`config.mk`:
```
export PLATFORM = sky130hd
export DESIGN_NAME = fetch_queue_flat
export DESIGN_NICKNAME = d
export VERILOG_FILES = /design/src/rtl/fetch_queue_if.sv /design/src/rtl/fetch_queue.sv /design/src/flat_wrapper.sv
export SDC_FILE = /design/constraint.sdc
export NUM_CORES = 1
export LEC_CHECK = 0
export CAP_MARGIN = 0
export CORE_MARGIN = 4
export CORE_UTILIZATION = 35
export CTS_BUF_LIST = sky130_fd_sc_hd__clkbuf_2
export DETAILED_ROUTE_END_ITERATION = 8
export PLACE_DENSITY_LB_ADDON = 0.15
export SKIP_CTS_REPAIR_TIMING = 1
export SLEW_MARGIN = 20
export SYNTH_ARGS = -nofsm -noshare
export SYNTH_HDL_FRONTEND = slang
export SYNTH_SLANG_ARGS = --single-unit
```
`constraint.sdc`:
```
create_clock -name clk -period 9.2 [get_ports clk]
set_clock_uncertainty 0.2 [all_clocks]
set_input_delay 1.38 -clock clk [delete_from_list [all_inputs] [get_ports clk]]
set_output_delay 1.38 -clock clk [all_outputs]
set_load 0.02 [all_outputs]
```
`src/rtl/fetch_queue_if.sv`:
```
// Fetch queue bus: instruction-memory handshake, redirect/stall control
// from decode, and the head-of-queue instruction presented to decode.
interface fetch_queue_if;
  logic        mem_req;
  logic [15:0] mem_addr;
  logic        mem_ack;
  logic [15:0] mem_rdata;
  logic        redirect;
  logic [15:0] redirect_pc;
  logic        stall;
  logic        inst_valid;
  logic [15:0] inst;
  logic [15:0] inst_pc_plus2;
  logic [4:0]  count;

  // The fetch queue itself
  modport master (
    output mem_req, mem_addr, inst_valid, inst, inst_pc_plus2, count,
    input  mem_ack, mem_rdata, redirect, redirect_pc, stall
  );

  // Memory and decode stage surrounding the queue
  modport slave (
    input  mem_req, mem_addr, inst_valid, inst, inst_pc_plus2, count,
    output mem_ack, mem_rdata, redirect, redirect_pc, stall
  );
endinterface

```
`src/rtl/fetch_queue.sv`:
```
// Instruction fetch queue: issues one memory read at a time, buffers the
// returned words with their address+2 in a circular buffer and hands them
// to decode. A redirect flushes the buffer and restarts fetching; a read
// still in flight at redirect time is waited out in DISCARD and dropped.
// DEPTH must be a power of two between 2 and 16 so the pointers wrap
// naturally and the count fits in 5 bits.
module fetch_queue #(
  parameter int unsigned DEPTH    = 4,
  parameter logic [15:0] RESET_PC = 16'h0000
) (
  input logic          clk,
  input logic          reset_n,
  fetch_queue_if.master bus
);

  localparam int unsigned PTR_W     = $clog2(DEPTH);
  localparam logic [4:0]  DEPTH_CNT = 5'(DEPTH);

  typedef enum logic [1:0] {IDLE, REQ, DISCARD} state_t;

  state_t             state;
  logic [15:0]        fetch_pc;
  logic [15:0]        req_addr;
  logic               req_q;
  logic [PTR_W-1:0]   wr_ptr;
  logic [PTR_W-1:0]   rd_ptr;
  logic [4:0]         count_q;
  logic [31:0]        entries [DEPTH];
  logic [31:0]        head;
  logic               push;
  logic               pop;
  logic               room_after_push;
  logic               inst_valid;
  logic [15:0]        next_pc;

  assign inst_valid      = (count_q != 5'd0);
  assign pop             = inst_valid && !bus.stall && !bus.redirect;
  assign push            = (state == REQ) && bus.mem_ack && !bus.redirect;
  assign next_pc         = fetch_pc + 16'd2;
  assign room_after_push = (count_q + 5'd1 - {4'd0, pop}) < DEPTH_CNT;

  // Request FSM: tracks the single outstanding read, the fetch PC and the
  // registered request address (which diverges from the fetch PC only
  // while an abandoned read is drained in DISCARD)
  always_ff @(posedge clk or posedge reset_n) begin
    if (reset_n) begin
      state    <= IDLE;
      fetch_pc <= RESET_PC;
      req_addr <= RESET_PC;
      req_q    <= 1'b0;
    end else begin
      case (state)
        IDLE: begin
          if (bus.redirect) begin
            fetch_pc <= bus.redirect_pc;
            req_addr <= bus.redirect_pc;
            state    <= REQ;
            req_q    <= 1'b1;
          end else if (count_q < DEPTH_CNT) begin
            state <= REQ;
            req_q <= 1'b1;
          end
        end
        REQ: begin
          if (bus.redirect) begin
            fetch_pc <= bus.redirect_pc;
            if (bus.mem_ack) begin
              req_addr <= bus.redirect_pc;
            end else begin
              state <= DISCARD;
            end
          end else if (bus.mem_ack) begin
            fetch_pc <= next_pc;
            req_addr <= next_pc;
            if (!room_after_push) begin
              state <= IDLE;
              req_q <= 1'b0;
            end
          end
        end
        DISCARD: begin
          if (bus.redirect) begin
            fetch_pc <= bus.redirect_pc;
          end else if (bus.mem_ack) begin
            state    <= REQ;
            req_addr <= fetch_pc;
          end
        end
        default: begin
          state <= IDLE;
          req_q <= 1'b0;
        end
      endcase
    end
  end

  // Queue bookkeeping: pointers and occupancy, cleared by redirect
  always_ff @(posedge clk or posedge reset_n) begin
    if (reset_n) begin
      wr_ptr  <= '0;
      rd_ptr  <= '0;
      count_q <= 5'd0;
    end else if (bus.redirect) begin
      wr_ptr  <= '0;
      rd_ptr  <= '0;
      count_q <= 5'd0;
    end else begin
      if (push) wr_ptr <= wr_ptr + 1'b1;
      if (pop)  rd_ptr <= rd_ptr + 1'b1;
      case ({push, pop})
        2'b10:   count_q <= count_q + 5'd1;
        2'b01:   count_q <= count_q - 5'd1;
        default: count_q <= count_q;
      endcase
    end
  end

  // Entry storage: word in the upper half, its address+2 in the lower half
  always_ff @(posedge clk) begin
    if (push) begin
      entries[wr_ptr] <= {bus.mem_rdata, req_addr + 16'd2};
    end
  end

  assign head              = entries[rd_ptr];
  assign bus.inst_valid    = inst_valid;
  assign bus.inst          = inst_valid ? head[31:16] : 16'h0000;
  assign bus.inst_pc_plus2 = inst_valid ? head[15:0]  : 16'h0000;
  assign bus.count         = count_q;
  assign bus.mem_req       = req_q;
  assign bus.mem_addr      = req_addr;

endmodule

```
`src/flat_wrapper.sv`:
```
// flat-port wrapper written by rule: the top's interface ports become plain ports
module fetch_queue_flat 
#(
  parameter int unsigned DEPTH    = 4,
  parameter logic [15:0] RESET_PC = 16'h0000
)
  (clk, reset_n, bus_mem_req, bus_mem_addr, bus_inst_valid, bus_inst, bus_inst_pc_plus2, bus_count, bus_mem_ack, bus_mem_rdata, bus_redirect, bus_redirect_pc, bus_stall);
  fetch_queue_if bus_i ();
  input logic clk;
  input logic reset_n;
  output wire logic [$bits(bus_i.mem_req)-1:0] bus_mem_req;
  output wire logic [$bits(bus_i.mem_addr)-1:0] bus_mem_addr;
  output wire logic [$bits(bus_i.inst_valid)-1:0] bus_inst_valid;
  output wire logic [$bits(bus_i.inst)-1:0] bus_inst;
  output wire logic [$bits(bus_i.inst_pc_plus2)-1:0] bus_inst_pc_plus2;
  output wire logic [$bits(bus_i.count)-1:0] bus_count;
  input wire logic [$bits(bus_i.mem_ack)-1:0] bus_mem_ack;
  input wire logic [$bits(bus_i.mem_rdata)-1:0] bus_mem_rdata;
  input wire logic [$bits(bus_i.redirect)-1:0] bus_redirect;
  input wire logic [$bits(bus_i.redirect_pc)-1:0] bus_redirect_pc;
  input wire logic [$bits(bus_i.stall)-1:0] bus_stall;
  assign bus_mem_req = bus_i.mem_req;
  assign bus_mem_addr = bus_i.mem_addr;
  assign bus_inst_valid = bus_i.inst_valid;
  assign bus_inst = bus_i.inst;
  assign bus_inst_pc_plus2 = bus_i.inst_pc_plus2;
  assign bus_count = bus_i.count;
  assign bus_i.mem_ack = bus_mem_ack;
  assign bus_i.mem_rdata = bus_mem_rdata;
  assign bus_i.redirect = bus_redirect;
  assign bus_i.redirect_pc = bus_redirect_pc;
  assign bus_i.stall = bus_stall;
  fetch_queue #(.DEPTH(DEPTH), .RESET_PC(RESET_PC)) u_core (.clk(clk), .reset_n(reset_n), .bus(bus_i));
endmodule
```
### Word-level counts from Yosys, hierarchy flattened

Memories as Yosys holds them, arrays and structs flattened.
Cells that the tools add are included.

| operators by class | value |
|---|---|
| add/sub/neg operators | 7 |
| multiply operators | 0 |
| div/mod/pow operators | 0 |
| magnitude comparators | 2 |
| equality and inequality tests | 15 |
| shift-type cells | 0 |
| muxes and demuxes | 34 |
| bitwise gates (word level) | 1 |
| reductions and logical operators | 18 |

Operator list:

| kind | number |
|---|---|
| 16-bit two-way mux | 9 |
| 16-bit one-hot mux with 3 select lines | 1 |
| 16-bit by 2-bit adder with 16-bit output, second input constant | 2 |
| 16-bit one-hot mux with 2 select lines | 1 |
| 2-bit two-way mux | 12 |
| 2-bit != test, second input constant | 6 |
| 5-bit by 3-bit less-than comparator with 1-bit output, second input constant | 2 |
| 5-bit one-hot mux with 2 select lines | 1 |
| 5-bit AND reduction | 2 |
| 3-bit != test, second input constant | 3 |
| 1-bit two-way mux | 7 |
| 2-bit one-hot mux with 3 select lines | 1 |
| 6-bit AND reduction | 1 |
| 2-bit nonzero test | 3 |
| 3-bit nonzero test | 2 |
| 5-bit by 1-bit adder with 5-bit output, second input constant | 1 |
| 5-bit two-way mux | 1 |
| 5-bit nonzero test | 1 |
| 5-bit by 1-bit subtractor with 5-bit output | 1 |
| 5-bit by 1-bit subtractor with 5-bit output, second input constant | 1 |
| 2-bit by 1-bit adder with 2-bit output, second input constant | 2 |
| 2-bit by 1-bit equality test with 1-bit output, second input constant | 2 |
| 2-bit equality test, second input constant | 2 |
| 1-bit logical AND | 4 |
| other kinds (8) | 9 |

| storage, ports and cells | value |
|---|---|
| flip-flop bits (word level) | 44 |
| latch bits | 0 |
| memory bits (writable) | 128 |
| bits in read-only memories | 0 |
| input port bits | 37 |
| output and inout bits | 55 |
| logic and storage cells | 85 |
| memories kept | 1 |

Memory list:

| name | words | width | read ports | clocked after memory_dff | write ports | line | source |
|---|---|---|---|---|---|---|---|
| u_core.entries | 4 | 32 | 1 | 0 | 1 | fetch_queue.sv:28 | `logic [31:0] entries [DEPTH];` |

### Logic depth before layout (Yosys ltp)

| depth | value |
|---|---|
| word-level depth | 9 |
| gate-level depth with buffers | 8 |
| depth with buffers taken out | 8 |

### Worst setup path after synthesis

No wires, ideal clock.

| timing path | value |
|---|---|
| path kind | in2reg |
| from | input port bus_redirect |
| to | memory u_core.entries[0][0], enable pin |
| setup time | 0.392 ns |
| data arrival time | 2.896 ns |
| data required time | 8.608 ns |
| slack | 5.712 ns |
| stages | 4 |
| buffers on the path | 2 |
| cells stage by stage | buf_2 > clkbuf_1 > nor2_1 > and3_1 |

| between the ends | value |
|---|---|
| longest elaborated chain between the ends | 4 |

RTL lines:

| element | line | source |
|---|---|---|
| start: declaration | flat_wrapper.sv:19 | `input wire logic [$bits(bus_i.redirect)-1:0] bus_redirect;` |
| 1-bit zero test | fetch_queue.sv:38 | `assign push = (state == REQ) && bus.mem_ack && !bus.redirect;` |
| 1-bit logical AND | fetch_queue.sv:38 |  |
| 1-bit two-way mux | fetch_queue.sv:120 | `if (push) begin` |
| 1-bit two-way mux (not written as such) | fetch_queue.sv:121 | `entries[wr_ptr] <= {bus.mem_rdata, req_addr + 16'd2};` |
| end: declaration | fetch_queue.sv:28 |  |

No other way between the ends.

### Final worst setup path

| timing path | value |
|---|---|
| from | register u_core.rd_ptr[0] |
| to | output port bus_inst_pc_plus2[6] |

| between the ends | value |
|---|---|
| longest elaborated chain between the ends | 2 |

RTL lines:

| element | line | source |
|---|---|---|
| start: declaration | fetch_queue.sv:26 | `logic [PTR_W-1:0] rd_ptr;` |
| start signal: assignment | fetch_queue.sv:109 | `if (pop) rd_ptr <= rd_ptr + 1'b1;` |
| memory 4 x 32 bit | n/a |  |
| 16-bit two-way mux | fetch_queue.sv:128 | `assign bus.inst_pc_plus2 = inst_valid ? head[15:0] : 16'h0000;` |
| end: declaration | flat_wrapper.sv:15 | `output wire logic [$bits(bus_i.inst_pc_plus2)-1:0] bus_inst_pc_plus2;` |

No other way between the ends.

==> flow_results.org <==
** Finish
- The final layout contains 749 nets.
- Count of filler cells inserted in the layout :: 2145
- Relative to the synthesized area, the layout overhead comes to 18.0%.
- Cells with a size suffix above 1 make up 12.2% of the layout.
- The finished layout holds 1026 standard cells, fillers aside.
- For this run, the share of the core covered by cells in the final layout is 42.4%.

** Run
- Max-cap violation count :: 0

** Worst setup path
- Crit Path Class :: flip-flop to output port
- List of cells traversed by the critical path :: buf_4, mux4_2, and2_1, clkdlybuf4s50_1
- On the critical path, the stage with the largest delay is an instance of mux4_2.
- Highest net fanout along the worst path :: 28
- STA puts the critical path data arrival time at 3150 ps.
- STA classifies the critical path startpoint as a flip-flop.
- Element type at the critical path end :: output port
- Worst stage delay on the critical path :: 600 ps
- Data on the critical path is required at its endpoint by 7620 ps.

** Floorplanning
- Area of the die :: 26000 um^2
- Initial cell density of the core :: 36.0%
- Top-level port count :: 92
- After floorplanning, the core was sized to cover 22800 um^2.
- In this run the horizontal extent of the chip is 161 um.
- Core Rows :: 55
- Die Ht :: 161 um

** Pwr
- Worst IR drop on VDD :: 0.194 mV
- Internal power comes to 1.79 mW.
- Dividing total power by cell area gives a power density of 319 nW/um^2.
- Combinational logic burns 48.4% of the power.
- Standby leakage power :: 3.28 nW
- In this run switching power makes up 42.0% of total power.
- Of the total power, registers draw 37.4%.
- Total net switching power :: 1.30 mW
- The clock network is responsible for 14.2% of the overall power.

** Timing
- RSZ-0062 raised after global routing :: false
- Highest achievable clock rate :: 212 MHz
- After layout, the worst path uses 51.4% of the clock period.
- In this run the tightest slew margin relative to its limit is 30.3%.
- After layout, the minimum clock period comes to 4730 ps.
- Final max-slew violation count :: 0
- Post-route worst hold slack :: 384 ps
- Post-Route Setup TNS :: 0 ps
- Final-report hold violation count :: 0
- For the pin with the worst max-slew slack, the measured transition is 1040 ps.
- Setup violations remaining at the end of the flow were counted as 0.

** Global routing
- Global routing usage summed across all routing layers :: 15.1%
- Number of antenna violations at the first check in global routing :: 1
- Via count of the first global-routing pass :: 5535
- The first global-routing pass estimated 30.8 mm of wire.
- Pin count of the biggest net entering global routing :: 49
- Total congestion overflow after global routing :: 0

** Routing
- The final layout contains routed wiring with a total length of 19.7 mm.
- Via count :: 5464
- After detailed routing, the number of remaining DRC violations is 0.
- Iteration-0 DRC Markers :: 440
- Dividing the detail-routed via count by the number of cells gives 5.33.
- Count of nets left with antenna violations after detail routing :: 0
- After detailed routing, the average wire length per cell comes to 19.2 um.
- The first detailed-routing pass ran for 5 iterations.

** Logic synthesis
- In the synthesized netlist, the number of instances is 620.
- For this run, the register share of the synthesized area comes to 60.2%.
- After synthesis, the share of flip-flops with an asynchronous set or reset is 25.6%.
- Number of warnings issued by yosys :: 0
- Cell area after technology mapping :: 8220 um^2
- Post-synth EDFFs :: 128
- Top FF cell, synth :: edfxtp_1
- Portion of synthesized cell area occupied by the leading cell type :: 46.8%
- A synthesized cell averages 13.3 um^2.
- Count leader, synth :: edfxtp_1
- Cell type with the largest total area after synthesis :: edfxtp_1
- Unique masters post-synth :: 63
- The commonest cells after synthesis are edfxtp_1 (128), dfrtp_1 (44), nand2_1 (41), o21ai_0 (35).
- When the netlist entered floorplanning its net count stood at 670.
- The synthesized design contains 172 register bits.
- Synth top area cells :: edfxtp_1 (47%), dfrtp_1 (13%), mux4_2 (8.8%), and2_1 (2.6%), o21ai_0 (2.1%)

** Hold path
- Path class of the lowest-slack min-delay path :: flip-flop to flip-flop

** Clock network
- Clock Sinks :: 172
- Root cell of the clock tree :: clkbuf_2
- Clock tree synthesis inserted a total of 17 buffers.
- Clock slew seen by the registers of the worst setup and hold paths :: 270 ps
- Maximum clock path buffer count :: 2
- CTS tree :: yes
- Clock latency on the worst-skew pair, taken at its later pin, is 720 ps.
- The H-tree was split into 4 levels.

** Outcome
- The flow ran to the end, and the final reports show no timing, DRC or antenna violations.

** Placement
- Cells after DPL :: 993
- Summed over all nets, the half-perimeter wirelength after detailed placement is 13.0 mm.
- Gp weighted congestion :: 0.839
- In this run the tool buffered the top-level ports with 91 buffer cells.
[path summary, 6_finish.rpt]
check | from | end | slack [ps] | cells past startpoint
min reg2reg | u_core.fetch_pc[0] | u_core.fetch_pc[0] | 380 | 1
max reg2reg | u_core.state[1] | u_core.entries[3][5] | 5640 | 5
max in group asynchronous | reset_n | u_core.rd_ptr[0] | 7480 | 3
min | u_core.fetch_pc[0] | u_core.fetch_pc[0] | 380 | 1
min in group asynchronous | reset_n | u_core.fetch_pc[12] | 880 | 3
max | u_core.rd_ptr[0] | bus_inst_pc_plus2[6] | 4470 | 4
[layer usage]
layer	GRT usage, %	up-vias	share of wire (%)
met4	4.11	0	1.3
met1	19.8	2766	45
met5	0	-	0
met2	25.9	146	50
li1	-	2535	-
met3	2.88	17	4.1
[cells by family (layout without fill, tap and decap cells)]
group,after synthesis,after routing,synth area share (%)
AND/OR/NAND/NOR,183,183,11.7
flip-flops,172,172,60.2
AO/OA/AOI/OAI,133,133,10.9
buffers and inverters,53,144,2.73
multiplexers,38,38,9.55
XOR/XNOR,28,28,2.98
adder cells (fa/ha/maj),13,13,1.98
other,0,2,0
[final cells by class]
type / count / area (um^2) / share of cell area [%]
Inverter: 16 / 60.1 / 0.619
Clock buffer: 17 / 85.1 / 0.877
Clock inverter: 14 / 200 / 2.06
Multi-Input combinational cell: 395 / 3050 / 31.5
Antenna cell: 2 / 5.00 / 0.0516
Timing Repair Buffer: 97 / 956 / 9.86
Tap cell: 313 / 392 / 4.04
Sequential cell: 172 / 4950 / 51.0
[registers in the layout, summed over array words and instances, names as in the netlist]
register             count
u_core.bus.mem_req       1
u_core.state             2
u_core.wr_ptr            2
u_core.rd_ptr            2
u_core.bus.count         5
u_core.fetch_pc         16
u_core.entries         128
u_core.bus.mem_addr     16
[power by group through the flow]
stage               Clock, mW  Combinational [mW]  Sequential [mW]
CTS                     0.453                1.52             1.15
global route            0.488                1.62             1.17
global placement            0                1.50             1.17
detailed placement          0                1.51             1.17
floorplan                   0               0.930             1.16
finish                  0.439                1.49             1.16
[through the flow]
step / power (mW) / instance area, um^2 / setup WS (ps)
after floorplan: 2.09 / 8220 / 5710
after global placement: 2.66 / 9410 / 5140
after detailed placement: 2.68 / 9410 / 5110
after CTS: 3.12 / 9690 / 4310
after global routing: 3.29 / 9700 / 4170
final: 3.09 / 9700 / 4470
[worst max-delay path: cells and delay by family (launching register included)]
family	cells	cell delay, ps
multiplexers	1	600
flip-flops	1	570
buffers and inverters	2	1060
AND/OR/NAND/NOR	1	180
[cell usage in the layout (no fill, tap or decap), drive strengths merged, types with 3 or more instances in the layout]
master,instances
a211oi,3
a21o,4
a21oi,27
a221o,3
a22o,6
a22oi,6
a2bb2oi,4
a311oi,8
a31oi,8
and2,34
and3,10
and4,3
buf,6
clkbuf,17
clkdlybuf4s50,91
clkinv,7
dfrtp,44
edfxtp,128
ha,13
inv,21
mux2,3
mux2i,3
mux4,32
nand2,41
nand2b,6
nand3,19
nand4,5
nor2,36
nor2b,7
nor3,8
nor4,5
o21a,3
o21ai,36
o221ai,3
o22ai,7
xnor2,18
xor2,10
Power figures use the tool's default switching activity.
